--- src/rtl/mem_scan_ctrl.sv ---
// Debug read sequencer for the board wrapper: drives the testbench memory
// port while the CPU is halted, in manual single-read or timed auto-scan mode.
module mem_scan_ctrl #(
  parameter int unsigned DWELL_CYCLES   = 50000000,
  parameter int unsigned SCAN_WORDS     = 16,
  parameter int unsigned TIMEOUT_CYCLES = 255,
  parameter int unsigned CNT_W          = 26
) (
  input  logic        CLK,
  input  logic        nRST,
  input  logic        halt,
  input  logic        auto_mode,
  input  logic        start,
  input  logic [15:0] sw_addr,
  input  logic        mem_ready,
  input  logic [31:0] load,
  output logic        tb_ctrl,
  output logic        ren,
  output logic [31:0] addr,
  output logic [31:0] disp_data,
  output logic [15:0] disp_addr,
  output logic        busy,
  output logic        err
);

  localparam int WC_W = (SCAN_WORDS > 1) ? $clog2(SCAN_WORDS) : 1;
  localparam int TO_W = $clog2(TIMEOUT_CYCLES + 1);

  localparam logic [CNT_W-1:0] DWELL_LAST = CNT_W'(DWELL_CYCLES - 1);
  localparam logic [WC_W-1:0]  WC_LAST    = WC_W'(SCAN_WORDS - 1);
  localparam logic [TO_W-1:0]  TO_LAST    = TO_W'(TIMEOUT_CYCLES - 1);
  localparam logic [31:0]      ERR_WORD   = 32'hDEADBEEF;

  typedef enum logic [1:0] {
    S_IDLE,
    S_REQ,
    S_WAIT,
    S_HOLD
  } state_e;

  state_e            state_q, state_d;
  logic              start_q, start_d;
  logic              tb_ctrl_q, tb_ctrl_d;
  logic              scan_q, scan_d;
  logic              err_q, err_d;
  logic [15:0]       cur_addr_q, cur_addr_d;
  logic [WC_W-1:0]   word_cnt_q, word_cnt_d;
  logic [CNT_W-1:0]  dwell_q, dwell_d;
  logic [TO_W-1:0]   tmo_q, tmo_d;
  logic [31:0]       disp_data_q, disp_data_d;
  logic [15:0]       disp_addr_q, disp_addr_d;

  logic              start_rise;
  logic [15:0]       sw_aligned;
  logic              go;

  assign start_rise = start & ~start_q;
  assign sw_aligned = sw_addr & 16'hFFFC;

  // Manual mode also re-reads when the switches select a new word.
  assign go = halt & (auto_mode ? start_rise
                                : (start_rise | (sw_aligned != disp_addr_q)));

  always_comb begin
    state_d     = state_q;
    start_d     = start;
    tb_ctrl_d   = halt;
    scan_d      = scan_q;
    err_d       = err_q;
    cur_addr_d  = cur_addr_q;
    word_cnt_d  = word_cnt_q;
    dwell_d     = dwell_q;
    tmo_d       = tmo_q;
    disp_data_d = disp_data_q;
    disp_addr_d = disp_addr_q;

    unique case (state_q)
      S_IDLE: begin
        if (go) begin
          cur_addr_d = sw_aligned;
          word_cnt_d = '0;
          scan_d     = auto_mode;
          if (start_rise) err_d = 1'b0;
          state_d    = S_REQ;
        end
      end
      S_REQ: begin
        if (!halt) begin
          scan_d  = 1'b0;
          state_d = S_IDLE;
        end else begin
          tmo_d   = '0;
          state_d = S_WAIT;
        end
      end
      S_WAIT: begin
        if (!halt) begin
          scan_d  = 1'b0;
          state_d = S_IDLE;
        end else if (mem_ready) begin
          disp_data_d = load;
          disp_addr_d = cur_addr_q;
          if (scan_q) begin
            dwell_d = '0;
            state_d = S_HOLD;
          end else begin
            state_d = S_IDLE;
          end
        end else if (tmo_q == TO_LAST) begin
          err_d       = 1'b1;
          disp_data_d = ERR_WORD;
          scan_d      = 1'b0;
          state_d     = S_IDLE;
        end else begin
          tmo_d = tmo_q + TO_W'(1);
        end
      end
      S_HOLD: begin
        if (!halt || start_rise) begin
          scan_d  = 1'b0;
          state_d = S_IDLE;
        end else if (dwell_q == DWELL_LAST) begin
          if (word_cnt_q == WC_LAST) begin
            scan_d  = 1'b0;
            state_d = S_IDLE;
          end else begin
            // 16-bit add wraps FFFC back to 0000.
            cur_addr_d = cur_addr_q + 16'd4;
            word_cnt_d = word_cnt_q + WC_W'(1);
            state_d    = S_REQ;
          end
        end else begin
          dwell_d = dwell_q + CNT_W'(1);
        end
      end
      default: begin
        scan_d  = 1'b0;
        state_d = S_IDLE;
      end
    endcase
  end

  always_ff @(posedge CLK or negedge nRST) begin
    if (!nRST) begin
      state_q     <= S_IDLE;
      start_q     <= 1'b0;
      tb_ctrl_q   <= 1'b0;
      scan_q      <= 1'b0;
      err_q       <= 1'b0;
      cur_addr_q  <= '0;
      word_cnt_q  <= '0;
      dwell_q     <= '0;
      tmo_q       <= '0;
      disp_data_q <= '0;
      disp_addr_q <= '0;
    end else begin
      state_q     <= state_d;
      start_q     <= start_d;
      tb_ctrl_q   <= tb_ctrl_d;
      scan_q      <= scan_d;
      err_q       <= err_d;
      cur_addr_q  <= cur_addr_d;
      word_cnt_q  <= word_cnt_d;
      dwell_q     <= dwell_d;
      tmo_q       <= tmo_d;
      disp_data_q <= disp_data_d;
      disp_addr_q <= disp_addr_d;
    end
  end

  assign tb_ctrl   = tb_ctrl_q;
  assign ren       = (state_q == S_REQ) || (state_q == S_WAIT);
  assign busy      = (state_q != S_IDLE);
  assign addr      = {16'h0000, cur_addr_q};
  assign disp_data = disp_data_q;
  assign disp_addr = disp_addr_q;
  assign err       = err_q;

endmodule

--- config.mk ---
export PLATFORM = sky130hd
export DESIGN_NAME = mem_scan_ctrl
export DESIGN_NICKNAME = d
export VERILOG_FILES = /design/src/rtl/mem_scan_ctrl.sv
export SDC_FILE = /design/constraint.sdc
export NUM_CORES = 1
export LEC_CHECK = 0
export ABC_AREA = 1
export CAP_MARGIN = 30
export CORE_MARGIN = 2
export CORE_UTILIZATION = 41
export CTS_BUF_LIST = sky130_fd_sc_hd__clkbuf_8
export CTS_CLUSTER_SIZE = 8
export DETAILED_ROUTE_END_ITERATION = 16
export DONT_BUFFER_PORTS = 1
export PLACE_DENSITY = 0.64
export SYNTH_ARGS = -nofsm -noshare
export SYNTH_HDL_FRONTEND = slang
export SYNTH_SLANG_ARGS = --single-unit
--- constraint.sdc ---
create_clock -name CLK -period 2.4 [get_ports CLK]
set_clock_uncertainty 0.15 [all_clocks]
set_input_delay 0.12 -clock CLK [delete_from_list [all_inputs] [get_ports CLK]]
set_output_delay 0.12 -clock CLK [all_outputs]
set_load 0.005 [all_outputs]
* Yosys cells after proc, flatten, opt, wreduce, memory -nomap -nowiden
Cells that the tools add are included.
** Storage, ports and cells
- Register bits after elaboration :: 108
- Bits of input ports :: 54
- Output and inout bits :: 84
- Word-level logic and storage cells :: 112
** Cells by class
- Add/subtract/negate cells :: 4
- Eq/ne operators :: 26
- Mux-type cells :: 49
- Bitwise gates (word level) :: 4
- Reductions and logical operators :: 18
** Operators with widths (number)
- 2-to-1 mux 26 bit :: 5
- 2-to-1 mux 16 bit :: 4
- 2-to-1 mux 32 bit :: 2
- one-hot mux 26 bit (2 select lines) :: 1
- 2-to-1 mux 8 bit :: 4
- one-hot mux 16 bit (2 select lines) :: 1
- inequality test 2 bit, second input constant :: 14
- adder 26 x 1 -> 26 bit, second input constant :: 1
- == test 26 bit, second input constant :: 1
- AND reduction 6 bit :: 3
- adder 16 x 3 -> 16 bit, second input constant :: 1
- 2-to-1 mux 2 bit :: 8
- 2-to-1 mux 4 bit :: 4
- inequality test 16 bit :: 1
- one-hot mux 8 bit (2 select lines) :: 1
- 2-to-1 mux 1 bit :: 15
- inequality test 3 bit, second input constant :: 4
- nonzero test 2 bit :: 6
- AND reduction 5 bit :: 2
- AND reduction 3 bit :: 3
- adder 8 x 1 -> 8 bit, second input constant :: 1
- == test 8 bit, second input constant :: 1
- one-hot mux 2 bit (4 select lines) :: 1
- one-hot mux 4 bit (2 select lines) :: 1
- 13 further kinds :: 16

* Depth between registers and ports, before layout
- Depth after elaboration :: 7
- Gate-level depth with buffers :: 14
- Gate-level depth less buffers :: 13

* Least setup slack after synthesis
OpenSTA, ideal clock, no wires.
- Kind :: reg-to-reg
- From :: register dwell_q[0]
- To :: register cur_addr_q[6]
- Setup time :: 0.123 ns
- Data arrival time :: 1.609 ns
- Data required time :: 2.127 ns
- Setup slack :: 0.517 ns
- Cell stages (with the launch flop) :: 12
- Path buffers :: 1
- Period minus slack after synthesis :: 1.883 ns
- Cell sequence :: dfrtp_1 -> ha_1 -> inv_1 -> nor2_4 -> nand2_4 -> nor2_4 -> nand4_4 -> o21ai_4 -> nand3_2 -> buf_6 -> nand2_1 -> o21ai_2
** Between the ends
- Cells in the longest elaborated chain, start to end :: 3
** RTL lines
- start: declaration :: RTL line 48 : logic [CNT_W-1:0] dwell_q, dwell_d;
- start signal: assignment :: RTL line 164 : dwell_q <= dwell_d;
- == test 26 bit :: RTL line 122 : end else if (dwell_q == DWELL_LAST) begin
- inequality test 2 bit (no line)
- AND reduction 5 bit (no line)
- end signal: assignment :: RTL line 162 : cur_addr_q <= cur_addr_d;
- end: declaration :: RTL line 46 : logic [15:0] cur_addr_q, cur_addr_d;
Every way passes these cells.
A chain may end at the register's enable or synchronous reset.

* Final worst setup path
- From :: register dwell_q[1]
- To :: register cur_addr_q[14]
The elaborated chain is that of the path after synthesis.

==> summary.md <==
| Metric | Value |
|---|---|
| Clock tree buffer depth | `2` |
| WS Path Type | `reg2reg` |
| Total power | `6.02 mW` |
| Die span in y | `126 um` |
| Antenna Violating Nets Remaining | `0` |
| Per-cell routed wire length | `13.7 um` |
| Hold-fix buffers at CTS | `73` |
| HP Class | `in2async` |
| Cell Area, Synth | `0.00614 mm2` |
| DR iter-0 viols | `292` |
| Cts bufs inserted | `9` |
| DIE AREA | `0.0160 mm2` |
| Smallest hold slack | `-728 ps` |
| Top-count cell post-synth | `nand2_1` |
| Setup-failing EPs final | `0` |
| Largest net degree at the start of global routing | `105` |
| Synth warn | `0` |
| Root buf cell | `clkbuf_8` |
| Initial Util | `0.421` |
| DRC Markers | `0` |
| Rel. slew slack | `0.609` |
| Post-place setup slack | `199 ps` |
| Fraction of final layout cells sized beyond drive strength 1 | `0.0768` |
| Layout area overhead | `15.4%` |
| CP endpoint kind | `flip-flop` |
| Post-synth EDFFs | `0` |
| Post-synth ARST share | `1.00` |
| Cell Pwr Density | `851 mW/mm2` |
| Number of port buffers | `0` |
| CP arrival | `2370 ps` |
| Clk slew on worst S/H paths | `90 ps` |
| Internal reg-to-reg setup slack | `200 ps` |
| Peak Freq | `454 MHz` |
| Min setup slack post-route | `198 ps` |
| Via-to-Cell Ratio | `4.96` |
| Design Area, Final | `0.00708 mm2` |
| Worst path required time | `2570 ps` |
| Sequential standard cell area | `0.00260 mm2` |
| Cell taking the most area after synthesis | `dfrtp_1` |
| LEAKAGE | `3.37 nW` |
| Post-Layout Cell Count | `1,069` |
| RR Startpoint | `dwell_q[1]` |
| Seq/Total Area, Yosys | `0.424` |
| Layout Nets | `945` |
| Final Routed Wirelength | `14,700 um` |
| Status | `finished with violations` |
| Sum of negative setup slack | `0 ps` |
| Gr usage total | `0.190` |
| Multi-input logic area | `0.00300 mm2` |
| Number of max-cap violations | `0` |
| Clock Sink Count | `104` |
| Final period util | `0.917` |
| Vias in the first global route | `5,099` |
| Ys flop type | `dfrtp_1` |
| Startpoint Class | `flip-flop` |
| Max-slew violations | `0` |
| Placed insts | `981` |
| DR pass1 iterations | `4` |
| Post-CTS Setup Repair Bufs | `0` |
| Rows | `44` |
| Filler cell count | `1,428` |
| Post-synthesis cell count | `816` |
| Tmin final | `2200 ps` |
| CTS tree | `yes` |
| Commonest cells post-synth | `221 x nand2_1, 119 x nor2_1, 104 x dfrtp_1` |
| Slew @ Worst Pin | `580 ps` |
| Cell variety after synth | `38` |
| Total core area | `0.0146 mm2` |
| H-tree level count | `3` |
| Congestion Overflow GR | `0` |
| DP Wirelength | `9610 um` |
| Worst-Skew Late Latency | `390 ps` |
| Initial antenna violation count | `0` |
| #FFs+latches synth | `104` |
| Die Span X | `126 um` |
| R2r worst-path depth | `11` |
| Final Hold Fails | `104` |
| Global-route wire length before repair | `24,900 um` |
| Diode count | `0` |
| Synth top area share | `0.424` |
| Max FO, Critical Path | `21` |
| Largest cells by area after synthesis | `dfrtp_1 42%, nand2_1 14%, nor2_1 7.3%` |
| I/O pins | `138` |
| Failing checks | `hold timing` |
| Final Util | `0.485` |
| Post-place instance area | `0.00620 mm2` |
| DR vias | `5,303` |
| GPL Wtd Cong | `0.877` |
| Avg Cell Area, Syn | `7.52 um2` |
| Max VDD drop | `454 uV` |
| RSZ-0062 raised after global routing | `false` |
| FF-to-FF End | `cur_addr_q[14]` |
cells by family (layout without fill, tap and decap cells):
logic type                 count (synthesis)  in the layout  synth area share
AOI/OAI and AO/OA                        107            107             0.101
muxes                                      4              4           0.00693
adders and majority gates                 10             10            0.0204
other                                      1             20          0.000611
xor gates and xnor gates                  30             30            0.0428
DFF                                      104            104             0.424
buffers and inverters                    122            172            0.0985
and+or+nand+nor                          438            438             0.306
critical path, cell delays in order, from the launching register on:
cell,delay [ps]
dfrtp_1,380
ha_1,190
inv_1,90
nor2_4,190
nand2_4,90
nor2_4,130
nand4_4,110
o21ai_4,170
inv_2,80
nor2_8,350
nand2_1,120
o21ai_2,70
report_power, final:
part           internal [mW]  leakage (nW)  switching (mW)
Sequential              2.29          1.34           0.572
Combinational          0.797          1.93            1.40
Clock                  0.362        0.0930           0.604
Total                   3.45          3.37            2.57
how the worst max path moves through the flow:
| stage | start | to |
|---|---|---|
| after CTS | dwell_q[1] | cur_addr_q[5] |
| after global routing | dwell_q[1] | word_cnt_q[1] |
| after global placement | dwell_q[0] | cur_addr_q[12] |
| after floorplan | dwell_q[0] | cur_addr_q[6] |
| after detailed placement | dwell_q[1] | word_cnt_q[0] |
| final | dwell_q[1] | cur_addr_q[14] |
cell type report:
| class | instances | share of cell area |
|---|---|---|
| Clock buffer | 9 | 0.0175 |
| Multi-Input combinational cell | 609 | 0.424 |
| Timing Repair Buffer | 82 | 0.114 |
| Sequential cell | 104 | 0.367 |
| Inverter | 75 | 0.0398 |
| Tap cell | 184 | 0.0325 |
| Clock inverter | 6 | 0.00424 |
registers in the layout (all words and copies together) (netlist names):
| name | count |
|---|---|
| disp_data | 32 |
| dwell_q | 26 |
| cur_addr_q | 14 |
| disp_addr | 14 |
| tmo_q | 8 |
| word_cnt_q | 4 |
| state_q | 2 |
| err | 1 |
| scan_q | 1 |
| start_q | 1 |
| tb_ctrl | 1 |
cell usage in the layout (no fill, tap or decap), drive strengths merged, types with 2 or more instances in the layout:
cell / synthesis / routed
a21oi: 34 / 34
buf: 38 / 9
clkbuf: 9 / 9
clkinv: 0 / 2
conb: 1 / 20
dfrtp: 104 / 104
dlygate4sd3: 0 / 73
ha: 10 / 10
inv: 75 / 79
mux2: 2 / 2
mux2i: 2 / 2
nand2: 229 / 229
nand3: 42 / 42
nand4: 17 / 17
nor2: 123 / 123
nor3: 17 / 17
o21ai: 67 / 67
o31ai: 3 / 3
or2: 8 / 8
xnor2: 10 / 10
xor2: 20 / 20
metal layers:
layer,vias up,share of wire,GRT usage
met5,-,0,0
met4,0,0.012,0.0504
met3,15,0.057,0.0485
met2,142,0.47,0.312
met1,2465,0.46,0.251
li1,2681,-,-
timing repair:
action / in CTS / in global routing
endpoints found under the hold margin: 158 / 104
setup endpoints to repair: 0 / 0
gates resized for setup: 0 / 0
Note: power is estimated with default switching activity, not from simulation.
